--- src/rtl/vga_pixel_pipe.sv ---
// Two-stage VGA pixel pipeline: fetches {R,G,B} from video RAM and re-times syncs to match.
// Define VGA_TEST_PATTERN_EN to build in an eight-bar colour test pattern selected by iTestPattern.
module vga_pixel_pipe #(
  parameter int X_WIDTH = 8,
  parameter int Y_WIDTH = 8,
  parameter int X_SIZE  = 256,
  parameter int Y_SIZE  = 256
) (
  input  logic                       Clock,
  input  logic                       Reset,
  input  logic [X_WIDTH-1:0]         iCol,
  input  logic [Y_WIDTH-1:0]         iRow,
  input  logic                       iDisplay,
  input  logic                       iHSync,
  input  logic                       iVSync,
  input  logic                       iTestPattern,
  output logic [X_WIDTH+Y_WIDTH-1:0] oMemAddr,
  output logic                       oMemReadEn,
  input  logic [2:0]                 iMemData,
  output logic                       oRed,
  output logic                       oGreen,
  output logic                       oBlue,
  output logic                       oHSync,
  output logic                       oVSync,
  output logic [7:0]                 oFrameCount
);

  typedef enum logic {STATE_SYNC_WAIT, STATE_RUN} state_t;

  state_t     state, state_next;
  logic       vsync_prev, vsync_fall;
  logic       s1_display, s1_hsync, s1_vsync;
  logic [2:0] pixel, rgb_next, rgb;
  logic       hsync_q, vsync_q;
  logic [7:0] frame_count;

  // Elaboration-time sanity checks on the geometry parameters.
  if ((X_SIZE & (X_SIZE - 1)) != 0 || X_SIZE > (1 << X_WIDTH)) begin : g_bad_x_size
    $error("X_SIZE must be a power of two that fits in X_WIDTH");
  end
  if (Y_SIZE < 1 || Y_SIZE > (1 << Y_WIDTH)) begin : g_bad_y_size
    $error("Y_SIZE must fit in Y_WIDTH");
  end

  // Falling edge: iVSync high at the previous edge, low at this one.
  assign vsync_fall = vsync_prev & ~iVSync;

  always_ff @(posedge Clock or negedge Reset)
    if (!Reset) state <= STATE_SYNC_WAIT;
    else        state <= state_next;

  always_comb begin
    state_next = state;
    if (state == STATE_SYNC_WAIT && vsync_fall) state_next = STATE_RUN;
  end

  // Stage 1: RAM address/strobe plus the control signals travelling with them.
  always_ff @(posedge Clock or negedge Reset)
    if (!Reset) begin
      oMemAddr   <= '0;
      oMemReadEn <= 1'b0;
      s1_display <= 1'b0;
      s1_hsync   <= 1'b1;
      s1_vsync   <= 1'b1;
      vsync_prev <= 1'b1;
    end else begin
      oMemAddr   <= {iRow, iCol};
      oMemReadEn <= iDisplay & (state == STATE_RUN);
      s1_display <= iDisplay;
      s1_hsync   <= iHSync;
      s1_vsync   <= iVSync;
      vsync_prev <= iVSync;
    end

`ifdef VGA_TEST_PATTERN_EN
  logic       s1_pattern;
  logic [2:0] s1_col_bar;

  // Only the top three column bits are needed: they pick one of eight bars.
  if (X_WIDTH < 3) begin : g_bad_x_width
    $error("test pattern needs X_WIDTH >= 3");
  end

  always_ff @(posedge Clock or negedge Reset)
    if (!Reset) begin
      s1_pattern <= 1'b0;
      s1_col_bar <= 3'b000;
    end else begin
      s1_pattern <= iTestPattern;
      s1_col_bar <= iCol[X_WIDTH-1:X_WIDTH-3];
    end

  always_comb begin
    pixel = iMemData;
    if (s1_pattern) pixel = s1_col_bar;
  end
`else
  logic unused_test_pattern;
  assign unused_test_pattern = iTestPattern;
  assign pixel = iMemData;
`endif

  assign rgb_next = (s1_display && state == STATE_RUN) ? pixel : 3'b000;

  // Stage 2: colour and syncs leave together, two clocks after the inputs.
  always_ff @(posedge Clock or negedge Reset)
    if (!Reset) begin
      rgb     <= 3'b000;
      hsync_q <= 1'b1;
      vsync_q <= 1'b1;
    end else begin
      rgb     <= rgb_next;
      hsync_q <= s1_hsync;
      vsync_q <= s1_vsync;
    end

  // The edge that starts RUN is not a completed frame, so it is not counted.
  always_ff @(posedge Clock or negedge Reset)
    if (!Reset)                                 frame_count <= 8'd0;
    else if (state == STATE_RUN && vsync_fall)  frame_count <= frame_count + 8'd1;

  assign oRed        = rgb[2];
  assign oGreen      = rgb[1];
  assign oBlue       = rgb[0];
  assign oHSync      = hsync_q;
  assign oVSync      = vsync_q;
  assign oFrameCount = frame_count;

endmodule

--- config.mk ---
export PLATFORM = sky130hd
export DESIGN_NAME = vga_pixel_pipe
export DESIGN_NICKNAME = d
export VERILOG_FILES = /design/src/rtl/vga_pixel_pipe.sv
export SDC_FILE = /design/constraint.sdc
export NUM_CORES = 1
export LEC_CHECK = 0
export ABC_AREA = 1
export CAP_MARGIN = 20
export CORE_ASPECT_RATIO = 1.25
export CORE_UTILIZATION = 35
export DETAILED_ROUTE_END_ITERATION = 12
export PLACE_DENSITY = 0.74
export SYNTH_ARGS = -nofsm -noshare
export SYNTH_HDL_FRONTEND = slang
export SYNTH_SLANG_ARGS = --single-unit
--- constraint.sdc ---
create_clock -name Clock -period 1.2 [get_ports Clock]
set_clock_uncertainty 0.15 [all_clocks]
set_input_delay 0.24 -clock Clock [delete_from_list [all_inputs] [get_ports Clock]]
set_output_delay 0.24 -clock Clock [all_outputs]
set_load 0.03 [all_outputs]
==> results.cfg, run 1 <==
[synthesis]
synth.most_common_cell = dfrtp_1
ys_seq_area_frac = 0.773
synth_top_area_share = 0.678
synth_common_cells = dfrtp_1, nand2_1, inv_1
synthFlopType = dfrtp_1
synth_edf_count = 0
synthesis.area_um2 = 1110
syn_nets = 106
synth_cells = 80
synth_seq_cells = 34
async_flop_share = 1.00
synth_area_leaders = dfrtp_1, dfstp_2, nand2_1
synth.largest_area_cell = dfrtp_1
yosysWarnings = 0
syn_avg_cell_area_um2 = 13.8
yosysUniqueCellTypes = 17

[clock_network]
clk_path_buf_depth = 2
clockRootBuffer = clkbuf_4
clkLatencyLatePin_ns = 0.33
cts_made_buffers = 5
cts.clk_slew.worst_paths_ns = 0.09
cts_tree = done
htreeDepth = 2
cts.sinks = 34

[cells_and_area]
fillerInstances = 217
num-nets-final = 182
seq_area_um2 = 863
diodes = 0
drive_gt1_frac = 0.474
fin_cells = 192
design_area_um2 = 1970
area_delta_synth_final_pct = 78.1
multi_input_area_um2 = 244

[worst_setup_path]
cp_max_fo = 1
cp_slowest_cell = dfstp_2
arrival_ns = 1.00
critical_path_class = reg -> out
crit_family = flip-flops
cp_slowest_stage_delay_ns = 0.55
crit_chain = buf_6
worstPathRequired_ns = 0.81
worstSetupEndpointType = primary output
start_kind = flop
worst-path-buf-inv = 1

[route]
drc = 0
routedWlPerCell_um = 13.7
wirelength_mm = 2.63
drt_iter0_markers = 13
via_per_inst = 4.41
firstDrtPassIters = 3
ant_nets = 0
vias = 846

[timing]
fmax_ghz = 0.720
finalMaxSlewViolations = 0
worstMarginPinSlew_ns = 0.266
period_needed_ns = 1.39
slew_headroom = 0.821
setup_viol = 37
rsz0062_at_grt = yes
hold_viol_final = 0
fin_crit_sh = 1.16
setup_slack_ns = -0.188

[power_and_ir_drop]
power_uw = 3180
pwr_density_cell_nw_per_um2 = 1620
max-vdd-ir-drop_mv = 1.54
power.leakage_uw = 0.000941

[place]
globalplace.congestion = 0.718
port_buffers = 53
dpl_cell_area_um2 = 1680
hpwlAfterDp_mm = 1.64
place_ws_ns = -0.353
dp_cells = 173

[grt]
grt_max_degree = 35
grt_antenna_before_repair = 0
grt_pass1_wl_mm = 4.22
grt_pass1_vias = 898
gr-usage-all-layers = 0.183
overflow = 0

[die]
fp-row-count = 22
die_x_um = 52.3
initial_core_util = 0.372
dieArea_um2 = 3390
io_pins = 55
die-height_um = 64.9
coreArea_um2 = 2970

[outcome]
failed_checks = setup timing
status = complete, but fails checks

[flow_run]
max_cap_viol_count = 0

[worst_hold_path]
hold_path.class = in -> async
[worst register-to-register path, cell delays in order (launching register included)]
cell,delay [ns]
dfstp_2,0.58
nand3_4,0.12
nor2_4,0.20
nand2_2,0.09
nand2_2,0.08
nand2_2,0.05
inv_2,0.04
[path summary, 6_finish.rpt]
path                                        to  startpoint  cells after the start  slack (ns)
worst max-delay path                    oHSync      oHSync                      1       -0.19
max in group asynchronous             s1_vsync       Reset                      2        0.54
worst max register to register  oFrameCount[5]    s1_vsync                      6       -0.15
min in group Clock                    s1_hsync      iHSync                      1        0.16
worst min register to register          oHSync    s1_hsync                      0        0.21
worst min-delay path               oMemAddr[2]       Reset                      2        0.12
[where the power goes]
part	internal (µW)	total [µW]	switching (µW)
Clock	276	624	348
Combinational	592	1170	576
Sequential	1290	1390	99.3
Total	2160	3180	1020
[flip-flops by register name, summed over array words and instances, names as in the netlist]
| name | count |
|---|---|
| oMemAddr | 16 |
| oFrameCount | 8 |
| rgb | 3 |
| oHSync | 1 |
| oMemReadEn | 1 |
| oVSync | 1 |
| s1_display | 1 |
| s1_hsync | 1 |
| s1_vsync | 1 |
| state | 1 |
[routing by layer]
metal | routed length (µm) | part of all wire | track usage
met4 | 76 | 0.029 | 0.109
met5 | 0 | 0 | 0
met1 | 904 | 0.34 | 0.181
met3 | 150 | 0.057 | 0.0704
met2 | 1500 | 0.57 | 0.312
[cells by family (layout without fill, tap and decap cells)]
| group | Yosys count | in the layout | share of synthesized area |
|---|---|---|---|
| simple gates | 27 | 27 | 0.131 |
| xor+xnor | 4 | 4 | 0.0316 |
| fa+ha+maj | 1 | 1 | 0.0113 |
| compound gates | 2 | 2 | 0.0124 |
| buf+inv | 12 | 88 | 0.0407 |
| flops | 34 | 34 | 0.773 |
[metrics by stage]
stage | hold slack [ns] | setup TNS (ns) | util
2_1_floorplan | -0.206 | -0.150 | -
3_3_place_gp | 0.197 | -1.95 | 0.564
3_5_place_dp | 0.201 | -2.28 | 0.564
4_1_cts | 0.111 | -2.58 | 0.650
5_1_grt | 0.124 | -4.11 | 0.663
6_report | 0.118 | -2.36 | 0.663
[repair_timing]
action,4_1_cts,5_1_grt
gates resized for setup,36,7
hold buffers,0,0
setup buffers,9,4
pin swaps,5,6
cloned,0,0
hold endpoints to repair,0,0
setup endpoints to repair,38,38
[layout by cell type (no fill, tap or decap), drive strengths merged]
cell           count
buf               46
nand3              5
xnor2              2
clkbuf             7
nand3b             1
nor3               1
o21ai              1
nor2               5
xor2               2
a21o               1
ha                 1
nand4              1
dfrtp             30
inv               12
nand2             14
dfstp              4
clkdlybuf4s50     23
[layout make-up]
class                      count  area share
multi-input combinational     34       0.124
inverter                      12      0.0228
sequential                    34       0.438
timing repair buffer          69       0.365
clock buffer                   7      0.0279
tap                           36      0.0228
No activity file was read; power rests on OpenSTA's default activity.
==> run 2, diff against run 1 <==
--- a/config.mk
+++ b/config.mk
@@ -8,9 +8,10 @@
 export ABC_AREA = 1
 export CAP_MARGIN = 20
 export CORE_ASPECT_RATIO = 1.25
-export CORE_UTILIZATION = 35
+export CORE_MARGIN = 2
+export CORE_UTILIZATION = 39
 export DETAILED_ROUTE_END_ITERATION = 12
-export PLACE_DENSITY = 0.74
+export PLACE_DENSITY = 0.78
 export SYNTH_ARGS = -nofsm -noshare
 export SYNTH_HDL_FRONTEND = slang
 export SYNTH_SLANG_ARGS = --single-unit
==> constraint.sdc (replaced) <==
create_clock -name Clock -period 1.45 [get_ports Clock]
set_clock_uncertainty 0.15 [all_clocks]
set_input_delay 0.29 -clock Clock [delete_from_list [all_inputs] [get_ports Clock]]
set_output_delay 0.29 -clock Clock [all_outputs]
set_load 0.03 [all_outputs]
==> run 2 against run 1 <==
Net effect: register-to-register slack better by 0.31 ns; clock power is 17% lower; global-route usage is 3.5 points lower; cell area is 15% lower; the flow now finishes without violations.
==> results.cfg, run 2 (synthesis results as in run 1) <==
[clock_network]
cts.sinks = 34
cts_tree = done
cts.clk_slew.worst_paths_ns = 0.09
htreeDepth = 2
clockRootBuffer = clkbuf_4
ctsHoldBuffers = 0
cts_made_buffers = 5
clk_path_buf_depth = 2
clkLatencyLatePin_ns = 0.33

[grt]
grt_pass1_vias = 769
grt_antenna_before_repair = 0
grt_pass1_wl_mm = 3.42
grt_max_degree = 35
gr-usage-all-layers = 0.148
overflow = 0

[die]
io_pins = 55
die-height_um = 63.6
initial_core_util = 0.413
fp-row-count = 21
dieArea_um2 = 3280
die_x_um = 51.7
coreArea_um2 = 2680

[cells_and_area]
area_delta_synth_final_pct = 50.7
mostFrequentLayoutCell = dfrtp_1
multi_input_area_um2 = 206
num-nets-final = 168
fillerInstances = 228
largest_reg_flops = 16
drive_gt1_frac = 0.336
diodes = 0
max_flop_register = oMemAddr
fin_cells = 177
layout_common_cells = dfrtp_1, clkdlybuf4s50_1, buf_2, nand2_1, inv_1
seq_area_um2 = 857

[power_and_ir_drop]
power.leakage_uw = 0.000822
max-vdd-ir-drop_mv = 0.959
power_uw = 2270
pwr_density_cell_nw_per_um2 = 1360

[timing]
hold_viol_final = 0
worstMarginPinSlew_ns = 0.240
finalMaxSlewViolations = 0
fin_crit_sh = 0.982
setup_slack_ns = 0.0265
period_needed_ns = 1.42
setup_viol = 0
rsz0062_at_grt = yes
slew_headroom = 0.839
fmax_ghz = 0.702

[route]
ant_nets = 0
via_per_inst = 4.31
vias = 762
wl_met2_um = 991
drc = 0
m1WireLength_um = 862
top_layer = met4
wirelength_mm = 2.11
wl_met3_um = 184
drt_iter0_markers = 10
routedWlPerCell_um = 11.9
firstDrtPassIters = 3

[worst_setup_path]
crit_chain = buf_6
crit_family = flip-flops
critical_path_class = reg -> out
worstPathRequired_ns = 1.01
start_kind = flop
cp_slowest_cell = dfstp_2
arrival_ns = 0.98
worst-path-buf-inv = 1
worstSetupEndpointType = primary output
cp_slowest_stage_delay_ns = 0.53
cp_max_fo = 1

[place]
globalplace.congestion = 0.661
port_buffers = 53
place_ws_ns = -0.161
hpwlAfterDp_mm = 1.59
dp_cells = 169

[outcome]
status = finished, final reports clean

[worst_hold_path]
hold_path.class = in -> async

[flow_run]
max_cap_viol_count = 0
==> run 2: cell count changes in the layout (fill, tap and decap cells not counted), moves of 2 or more <==
cell             delta
nand2_2             -3
clkdlybuf4s15_2     +3
buf_6              -33
nand3_1             +2
dfrtp_2             -5
dfrtp_1             +5
nand2_1             +3
buf_2              +17
==> run 2: cell type report <==
cell class / count / share of cell area
Inverter: 12 / 0.0270
Sequential cell: 34 / 0.513
Timing Repair Buffer: 55 / 0.275
Clock buffer: 8 / 0.0352
Multi-Input combinational cell: 34 / 0.124
Tap cell: 34 / 0.0255
==> run 2: through the flow <==
step                hold slack (ns)  cell area (µm²)  setup TNS, ns   util
floorplan                    -0.156             1110              0      -
global placement              0.196             1680         -0.359  0.628
detailed placement            0.198             1680         -0.719  0.628
CTS                           0.164             1780              0  0.662
global route                  0.173             1670        -0.0423  0.623
finish                        0.174             1670              0  0.623
==> run 2: final timing paths <==
| check | startpoint | endpoint | slack, ns | depth (start not counted) |
|---|---|---|---|---|
| worst max-delay path | oVSync | oVSync | 0.03 | 1 |
| worst min-delay path | Reset | oMemAddr[12] | 0.17 | 2 |
| worst max register to register | s1_vsync | oFrameCount[5] | 0.16 | 5 |
| worst min register to register | s1_hsync | oHSync | 0.22 | 0 |
| max in group asynchronous | Reset | oHSync | 0.73 | 2 |
| min in group Clock | iHSync | s1_hsync | 0.22 | 1 |
==> run 2: power breakdown <==
part	switching [µW]	internal, µW	total [µW]
logic	354	246	601
clock network	276	239	515
registers	93.2	1060	1150
total	724	1550	2270
==> run 2: routing by layer <==
metal	vias up	track usage
met1	349	0.167
met2	42	0.228
met4	0	0.0987
li1	366	-
met3	5	0.0545
met5	-	0
==> run 2: repair_timing <==
item | CTS | global route
setup buffers | 0 | 0
endpoints found under the setup margin | 22 | 19
cloned | 0 | 0
gates resized for setup | 62 | 34
